--- config.mk ---
export PLATFORM = sky130hd
export DESIGN_NAME = calc_result_bcd
export DESIGN_NICKNAME = d
export VERILOG_FILES = /design/src/rtl/calc_result_bcd.sv
export SDC_FILE = /design/constraint.sdc
export NUM_CORES = 1
export LEC_CHECK = 0
export ABC_CLOCK_PERIOD_IN_PS = 1800
export CAP_MARGIN = 25
export CORE_MARGIN = 1
export CORE_UTILIZATION = 40
export DETAILED_ROUTE_END_ITERATION = 10
export GPL_TIMING_DRIVEN = 0
export MAX_ROUTING_LAYER = met4
export PLACE_DENSITY = 0.74
export SETUP_SLACK_MARGIN = 0.05
export SLEW_MARGIN = 25
export SYNTH_ARGS = -nofsm -noshare
export SYNTH_HDL_FRONTEND = slang
export SYNTH_SLANG_ARGS = --single-unit
--- constraint.sdc ---
create_clock -name clk -period 1.8 [get_ports clk]
set_input_delay 0.27 -clock clk [delete_from_list [all_inputs] [get_ports clk]]
set_output_delay 0.27 -clock clk [all_outputs]
set_load 0.01 [all_outputs]
--- src/rtl/calc_result_bcd.sv ---
// Captures a calculator result and converts it to packed BCD with a one-bit-per-cycle
// double-dabble engine. Define BCD_SIGNED_EN to show two's-complement results as sign + magnitude.
module calc_result_bcd #(
  parameter int         WIDTH     = 16,
  parameter int         DIGITS    = 5,
  parameter logic [3:0] ERR_DIGIT = 4'hE
) (
  input  logic                  clk,
  input  logic                  rst,
  input  logic                  in_valid,
  input  logic [WIDTH-1:0]      in_result,
  input  logic                  in_div_by_zero,
  input  logic                  in_signed,
  output logic                  busy,
  output logic                  out_valid,
  output logic [4*DIGITS-1:0]   bcd,
  output logic                  neg,
  output logic                  err
);

  localparam int CW = $clog2(WIDTH + 1);

  typedef enum logic [1:0] {IDLE, SHIFT, FINISH} state_t;

  state_t              state;
  logic [WIDTH-1:0]    sh;
  logic [4*DIGITS-1:0] acc;
  logic [4*DIGITS-1:0] acc_adj;
  logic [CW-1:0]       cnt;
  logic                sign_q;
  logic                acc_sign;
  logic [WIDTH-1:0]    acc_mag;

`ifdef BCD_SIGNED_EN
  always_comb begin
    acc_sign = in_signed & in_result[WIDTH-1];
    acc_mag  = acc_sign ? (~in_result + 1'b1) : in_result;
  end
`else
  logic unused_signed;
  assign unused_signed = in_signed;
  always_comb begin
    acc_sign = 1'b0;
    acc_mag  = in_result;
  end
`endif

  // Pre-shift correction: any digit >= 5 would exceed 9 after doubling.
  always_comb begin
    acc_adj = acc;
    for (int i = 0; i < DIGITS; i++)
      if (acc[4*i +: 4] >= 4'd5) acc_adj[4*i +: 4] = acc[4*i +: 4] + 4'd3;
  end

  always_ff @(posedge clk) begin
    if (rst) begin
      state     <= IDLE;
      busy      <= 1'b0;
      out_valid <= 1'b0;
      bcd       <= '0;
      neg       <= 1'b0;
      err       <= 1'b0;
      sh        <= '0;
      acc       <= '0;
      cnt       <= '0;
      sign_q    <= 1'b0;
    end else begin
      out_valid <= 1'b0;
      case (state)
        IDLE: begin
          if (in_valid) begin
            if (in_div_by_zero) begin
              bcd       <= {DIGITS{ERR_DIGIT}};
              err       <= 1'b1;
              neg       <= 1'b0;
              out_valid <= 1'b1;
            end else begin
              sh     <= acc_mag;
              sign_q <= acc_sign;
              acc    <= '0;
              cnt    <= CW'(WIDTH);
              busy   <= 1'b1;
              state  <= SHIFT;
            end
          end
        end
        SHIFT: begin
          acc <= {acc_adj[4*DIGITS-2:0], sh[WIDTH-1]};
          sh  <= {sh[WIDTH-2:0], 1'b0};
          cnt <= cnt - 1'b1;
          if (cnt == CW'(1)) state <= FINISH;
        end
        FINISH: begin
          bcd       <= acc;
          neg       <= sign_q;
          err       <= 1'b0;
          out_valid <= 1'b1;
          busy      <= 1'b0;
          state     <= IDLE;
        end
        default: state <= IDLE;
      endcase
    end
  end

endmodule

==> run_results.csv, run 1 <==
group,metric,value,unit
clock_network,cts_made_buffers,9,
timing,max_slew_margin,0.5866,
floorplan,coreArea,6907,sq um
hold_path,hp-start,"busy",
global_routing,antenna_found_initial,0,
routing,ant_nets,0,
power_and_ir_drop,switching_power,842.6,uW
floorplan,io_pins,45,
clock_network,cts_buffer_depth,2,
run_status,status,"completed",
finish,layout-drive-gt1-share,0.1367,
logic_synthesis,synth-edff-count,0,
place,dp_hpwl,4769,um
timing,whs,0.4616,ns
power_and_ir_drop,power_frac_seq,0.491,
power_and_ir_drop,powerDensity,881.0,nW/um^2
routing,wl_per_cell,14.61,um
power_and_ir_drop,ir_drop,0.0005373,V
global_routing,grt_use_total,0.2031,
place,place_congestion,0.8647,
finish,diodes,0,
critical_path,critPathCaptureType,"flop",
job,cap_violations,0,
finish,layout_commonest_cell,"dfxtp_1",
clock_network,cts_root_buf,"clkbuf_8",
logic_synthesis,synthFlopType,"dfxtp_1",
logic_synthesis,ys.warnings.count,0,
finish,syn2layout_area_growth,25.06,%
power_and_ir_drop,p_leak,1.356,nW
finish,num-fill-cells,656,
power_and_ir_drop,combPwrFrac,0.129,
logic_synthesis,syn_avg_cell_area,9.241,sq um
global_routing,grt_pass1_wl,11560,um
global_routing,grt_pass1_vias,2484,
global_routing,grt_overflow,0,
logic_synthesis,synthCells,316,
timing,finalHoldViolCount,0,
routing,wirelength,6852,um
clock_network,cts_hold_buf,0,
clock_network,clk_pin_slew_worst_paths,0.07,ns
timing,max_freq,604.6,MHz
timing,finClkSkew,0.009344,ns
critical_path,r2r_start,"acc[9]",
power_and_ir_drop,clockPowerShare,0.379,
timing,fin_setup_tns,0,ns
logic_synthesis,synthesis.area,2920,sq um
global_routing,grt_max_degree,13,
floorplan,initial_utilization,0.4228,
floorplan,die-height,87.45,um
logic_synthesis,synth-async-reset-ratio,0,
hold_path,hold_path_class,"flop to flop",
clock_network,clock_latency,0.34,ns
clock_network,clock_sinks,66,
critical_path,crit_fanout,4,
routing,drc,0,
power_and_ir_drop,swShare,0.2619,
critical_path,critPathKind,"flop to flop",
critical_path,crit_start,"acc[9]",
timing,tightestPinTransition,0.6177,ns
floorplan,die-area,7647,sq um
critical_path,critical_path.startpoint_type,"flop",
clock_network,cts_tree,"built",
timing,layout_min_cycle_time,1.654,ns
routing,via_per_inst,5.362,
timing,grt_setup_unrepaired,"no",
routing,vias,2515,
finish,fin_nets,401,
routing,drt_first_pass_iters,4,
critical_path,crit_arrival,1.89,ns
clock_network,cts_resized,0,
timing,finalSetupViolCount,0,
finish,final_cell_mix,"dfxtp_1, clkdlybuf4s50_1, nor2_1",
logic_synthesis,synth_cell_types,39,
logic_synthesis,ys_seq_area_frac,0.4524,
floorplan,std_cell_rows,30,
clock_network,post-cts-setup-buffers,0,
power_and_ir_drop,p_int,2.375,mW
routing,drt_first_iter_violations,135,
timing,slew_viol_final,0,
timing,period_share,0.9188,
logic_synthesis,synth_nets,349,
critical_path,critPathRequiredTime,2.03,ns
clock_network,htreeDepth,3,
logic_synthesis,synth_seq_cells,66,
floorplan,die_w,87.45,um
place,portBuffers,41,
[kinds of logic (layout without fill, tap and decap cells)]
family                     count (synthesis)  count (layout)  synth area share
AOI/OAI and AO/OA                         90              90            0.2382
xor gates and xnor gates                  12              12           0.03599
adders and majority gates                 12              12           0.05141
buffers and inverters                     36              93           0.05355
DFF                                       66              66            0.4524
muxes                                      1               1          0.003428
other                                      1               1          0.001284
and+or+nand+nor                           98              98            0.1637
[metal layers]
| layer | vias to the layer above | GRT usage | wire, um |
|---|---|---|---|
| met4 | 0 | 0.08644 | 108 |
| met5 | - | - | 0 |
| met1 | 1176 | 0.2347 | 3104 |
| met3 | 11 | 0.05024 | 354 |
| met2 | 75 | 0.3345 | 3285 |
| li1 | 1253 | - | - |
[registers in the layout, summed over array words and instances (netlist names)]
signal     cells
bcd           20
acc           20
state          2
sh            16
out_valid      1
cnt            5
busy           1
err            1
[worst max-delay path: stages (launching register included)]
cell      delay, ns
dfxtp_1        0.37
inv_1          0.10
ha_1           0.19
nand2b_1       0.13
a21oi_1        0.34
nor4_1         0.09
a311o_1        0.32
[synthesized netlist by cell type (2+ instances only)]
cell type  instances  area share
a21oi_1           16       0.027
a31oi_1            9       0.019
a22oi_1            7       0.018
nand2b_1           7       0.015
o21ai_1            2      0.0034
buf_2             11       0.019
nor2_1            35       0.045
xnor2_1            5       0.015
a22o_1            10       0.030
clkbuf_1           7      0.0090
and2_1             8       0.017
inv_1             14       0.018
o211ai_1           2      0.0051
and4_1             4       0.012
o221a_2           14       0.054
a2bb2oi_1          8       0.024
nand3_1            6       0.010
nor3_1            11       0.019
dfxtp_1           66        0.45
o21ai_0            8       0.014
nor2_2             2      0.0043
ha_1              12       0.051
nor4_1             4      0.0086
a311oi_1           7       0.021
nand2_1           17       0.022
buf_4              2      0.0051
a311o_1            4       0.014
xor2_1             7       0.021
[power groups by stage]
stage	combinational, mW	sequential [mW]	clock (mW)
floorplan	0.232	1.62	0
global placement	0.404	1.61	0
detailed placement	0.413	1.61	0
CTS	0.416	1.58	1.25
global route	0.461	1.59	1.30
finish	0.416	1.58	1.22
[final cells by class]
type,instances,area (sq um),share of cell area
multi-input cells,214,1449,0.3967
clock inverters,6,66.31,0.01816
repair buffers,41,410.4,0.1124
inverters,15,56.30,0.01542
flip-flops and latches,66,1323,0.3621
plain buffers,21,100.1,0.02741
well taps,96,120.1,0.03289
clock buffers,10,127.6,0.03494
[stage by stage]
| stage | worst slack, ns | power, mW | utilization | std cells | instance area, sq um |
|---|---|---|---|---|---|
| final | 0.1461 | 3.218 | 0.5288 | 469 | 3652 |
| after global routing | 0.07930 | 3.354 | 0.5288 | 469 | 3652 |
| after CTS | 0.09115 | 3.242 | 0.5277 | 469 | 3645 |
| after detailed placement | -0.2216 | 2.026 | 0.4996 | 453 | 3451 |
| after global placement | -0.1852 | 2.014 | 0.4996 | 453 | 3451 |
| after floorplan | 0.3583 | 1.850 | - | 316 | 2920 |
[path summary, 6_finish.rpt]
check             to  slack [ns]  depth (start not counted)
max reg2reg  acc[10]        0.15                          6
min reg2reg     busy        0.46                          2
min             busy        0.46                          2
max          acc[10]        0.15                          6
(Power assumes the default switching activity.)
==> run 2: changes to the inputs <==
--- a/config.mk
+++ b/config.mk
@@ -10,7 +10,6 @@
 export CORE_MARGIN = 1
 export CORE_UTILIZATION = 40
 export DETAILED_ROUTE_END_ITERATION = 10
-export GPL_TIMING_DRIVEN = 0
 export MAX_ROUTING_LAYER = met4
 export PLACE_DENSITY = 0.74
 export SETUP_SLACK_MARGIN = 0.05
==> run 2 against run 1 <==
Against the previous run:
- combinational power increased by 1%
- cell area increased by 1.1%
- count of clock-buffer cells in the layout increased by 3
- die area unchanged
- largest power group unchanged
==> run_results.csv, run 2 (synthesis results as in run 1) <==
group,metric,value,unit
global_routing,grt_max_degree,19,
timing,finalHoldViolCount,0,
global_routing,grt_pass1_wl,11080,um
floorplan,io_pins,45,
timing,layout_min_cycle_time,1.617,ns
clock_network,clk_pin_slew_worst_paths,0.06,ns
finish,reg_top3,"acc: 20 flops, bcd: 20 flops, sh: 16 flops",
floorplan,die-area,7647,sq um
floorplan,initial_utilization,0.4228,
critical_path,critPathKind,"flop to flop",
timing,finClkSkew,0.007012,ns
critical_path,critical_path.startpoint_type,"flop",
finish,multi_input_area,1454,sq um
hold_path,hold_path_class,"flop to flop",
timing,max_freq,618.6,MHz
place,dp_hpwl,4537,um
global_routing,antenna_found_initial,0,
global_routing,grt_pass1_vias,2405,
global_routing,grt_use_total,0.1973,
critical_path,r2r_cells,6,
routing,wirelength,6553,um
finish,utilization,0.5348,
critical_path,critPathCaptureType,"flop",
power_and_ir_drop,clockPowerShare,0.368,
routing,via_per_inst,5.401,
finish,final_cell_mix,"dfxtp_1, clkdlybuf4s50_1, nor2_1",
finish,layout-drive-gt1-share,0.1467,
critical_path,cpPeakStageDelay,0.41,ns
critical_path,cp_slowest_cell,"dfxtp_1",
floorplan,std_cell_rows,30,
place,place_congestion,0.8521,
run_status,status,"completed",
power_and_ir_drop,p_int,2.384,mW
place,dpl-instance-area,3493,sq um
critical_path,critPathRequiredTime,2.03,ns
finish,syn2layout_area_growth,26.48,%
floorplan,die-height,87.45,um
clock_network,cts_made_buffers,9,
global_routing,grt_overflow,0,
clock_network,cts_root_buf,"clkbuf_8",
finish,layout_commonest_cell,"dfxtp_1",
clock_network,cts_tree,"built",
job,cap_violations,0,
critical_path,crit_fanout,5,
power_and_ir_drop,p_leak,1.392,nW
routing,wl_per_cell,14.12,um
finish,diodes,0,
routing,drt_first_pass_iters,4,
finish,seqCellArea,1321,sq um
power_and_ir_drop,switching_power,781.1,uW
timing,period_share,0.8981,
power_and_ir_drop,ir_drop,0.0003772,V
timing,slew_viol_final,0,
routing,drt_first_iter_violations,129,
hold_path,hold_depth,2,
critical_path,crit_chain,"inv_1 > ha_1 > nand2b_1 > a21oi_1 > nor4_1 > a311o_1",
timing,grt_setup_unrepaired,"no",
timing,tightestPinTransition,0.6964,ns
routing,vias,2506,
finish,fin_nets,397,
floorplan,coreArea,6907,sq um
floorplan,die_w,87.45,um
timing,max_slew_margin,0.5340,
power_and_ir_drop,power_frac_seq,0.498,
clock_network,cts_hold_buf,0,
clock_network,clock_sinks,66,
timing,finalSetupViolCount,0,
routing,drc,0,
clock_network,cts_buffer_depth,2,
routing,ant_nets,0,
power_and_ir_drop,combPwrFrac,0.133,
power_and_ir_drop,powerDensity,857.1,nW/um^2
critical_path,crit_arrival,1.84,ns
clock_network,clock_latency,0.34,ns
place,portBuffers,42,
clock_network,htreeDepth,3,
power_and_ir_drop,swShare,0.2468,
finish,finish.instance_area,3694,sq um
finish,num-fill-cells,665,
run 2: cell count changes in the layout (fill, tap and decap cells not counted), sizes merged:
cell,delta
clkdlybuf4s50,+1
bufinv,-1
buf,+2
clkbuf,-4
clkinvlp,-3
inv,-1
clkinv,+1
run 2: worst paths after layout:
path	start	end	slack, ns
max	acc[1]	acc[2]	0.18
min	busy	busy	0.46
max reg2reg	acc[1]	acc[2]	0.18
min reg2reg	busy	busy	0.46
run 2: critical path, delay by kind of cell, from the launching register on:
family	cells	cell delay [ns]
AOI/OAI and AO/OA	2	0.62
DFF	1	0.41
and+or+nand+nor	2	0.21
adders and majority gates	1	0.17
buffers and inverters	1	0.09
run 2: layout make-up:
| type | instances | share of cell area |
|---|---|---|
| clock buffer | 13 | 0.04844 |
| clock inverter | 2 | 0.002710 |
| inverter | 15 | 0.01524 |
| multi-input combinational | 214 | 0.3936 |
| sequential | 66 | 0.3577 |
| tap | 96 | 0.03252 |
| timing repair buffer | 58 | 0.1497 |
run 2: power by group through the flow:
stage                     clock [mW]  combinational (mW)  sequential, mW
final                           1.17               0.422            1.58
after global routing            1.26               0.467            1.58
after CTS                       1.20               0.424            1.58
after detailed placement           0               0.423            1.61
after global placement             0               0.416            1.61
after floorplan                    0               0.232            1.62
run 2: routing by layer:
metal / track usage / vias to the layer above / share of wire
li1: - / 1237 / -
met1: 0.2225 / 1201 / 0.45
met2: 0.3239 / 61 / 0.49
met3: 0.06919 / 7 / 0.045
met4: 0.06855 / 0 / 0.011
met5: - / - / 0
run 2: timing repair:
| action | in CTS | in global routing |
|---|---|---|
| gates resized for setup | 0 | 3 |
| setup buffers | 0 | 0 |
| endpoints found under the setup margin | 0 | 3 |
run 2: through the flow:
| stage | power (mW) | TNS, ns | instances | worst slack, ns | hold WS (ns) |
|---|---|---|---|---|---|
| 4_1_cts | 3.201 | 0 | 464 | 0.1636 | 0.4642 |
| 2_1_floorplan | 1.850 | 0 | 316 | 0.3583 | 0.4183 |
| 6_report | 3.166 | 0 | 464 | 0.1834 | 0.4572 |
| 3_5_place_dp | 2.034 | -0.6091 | 449 | -0.06862 | 0.4557 |
| 5_1_grt | 3.313 | 0 | 464 | 0.05005 | 0.4930 |
| 3_3_place_gp | 2.024 | -0.3197 | 449 | -0.03381 | 0.4597 |
==> run 3: changes to the inputs <==
--- a/config.mk
+++ b/config.mk
@@ -10,6 +10,7 @@
 export CORE_MARGIN = 1
 export CORE_UTILIZATION = 40
 export DETAILED_ROUTE_END_ITERATION = 10
+export HOLD_SLACK_MARGIN = 0.05
 export MAX_ROUTING_LAYER = met4
 export PLACE_DENSITY = 0.74
 export SETUP_SLACK_MARGIN = 0.05
==> results of run 3 <==
Same layout as run 2: the final DEF is identical, and so are final timing and power.
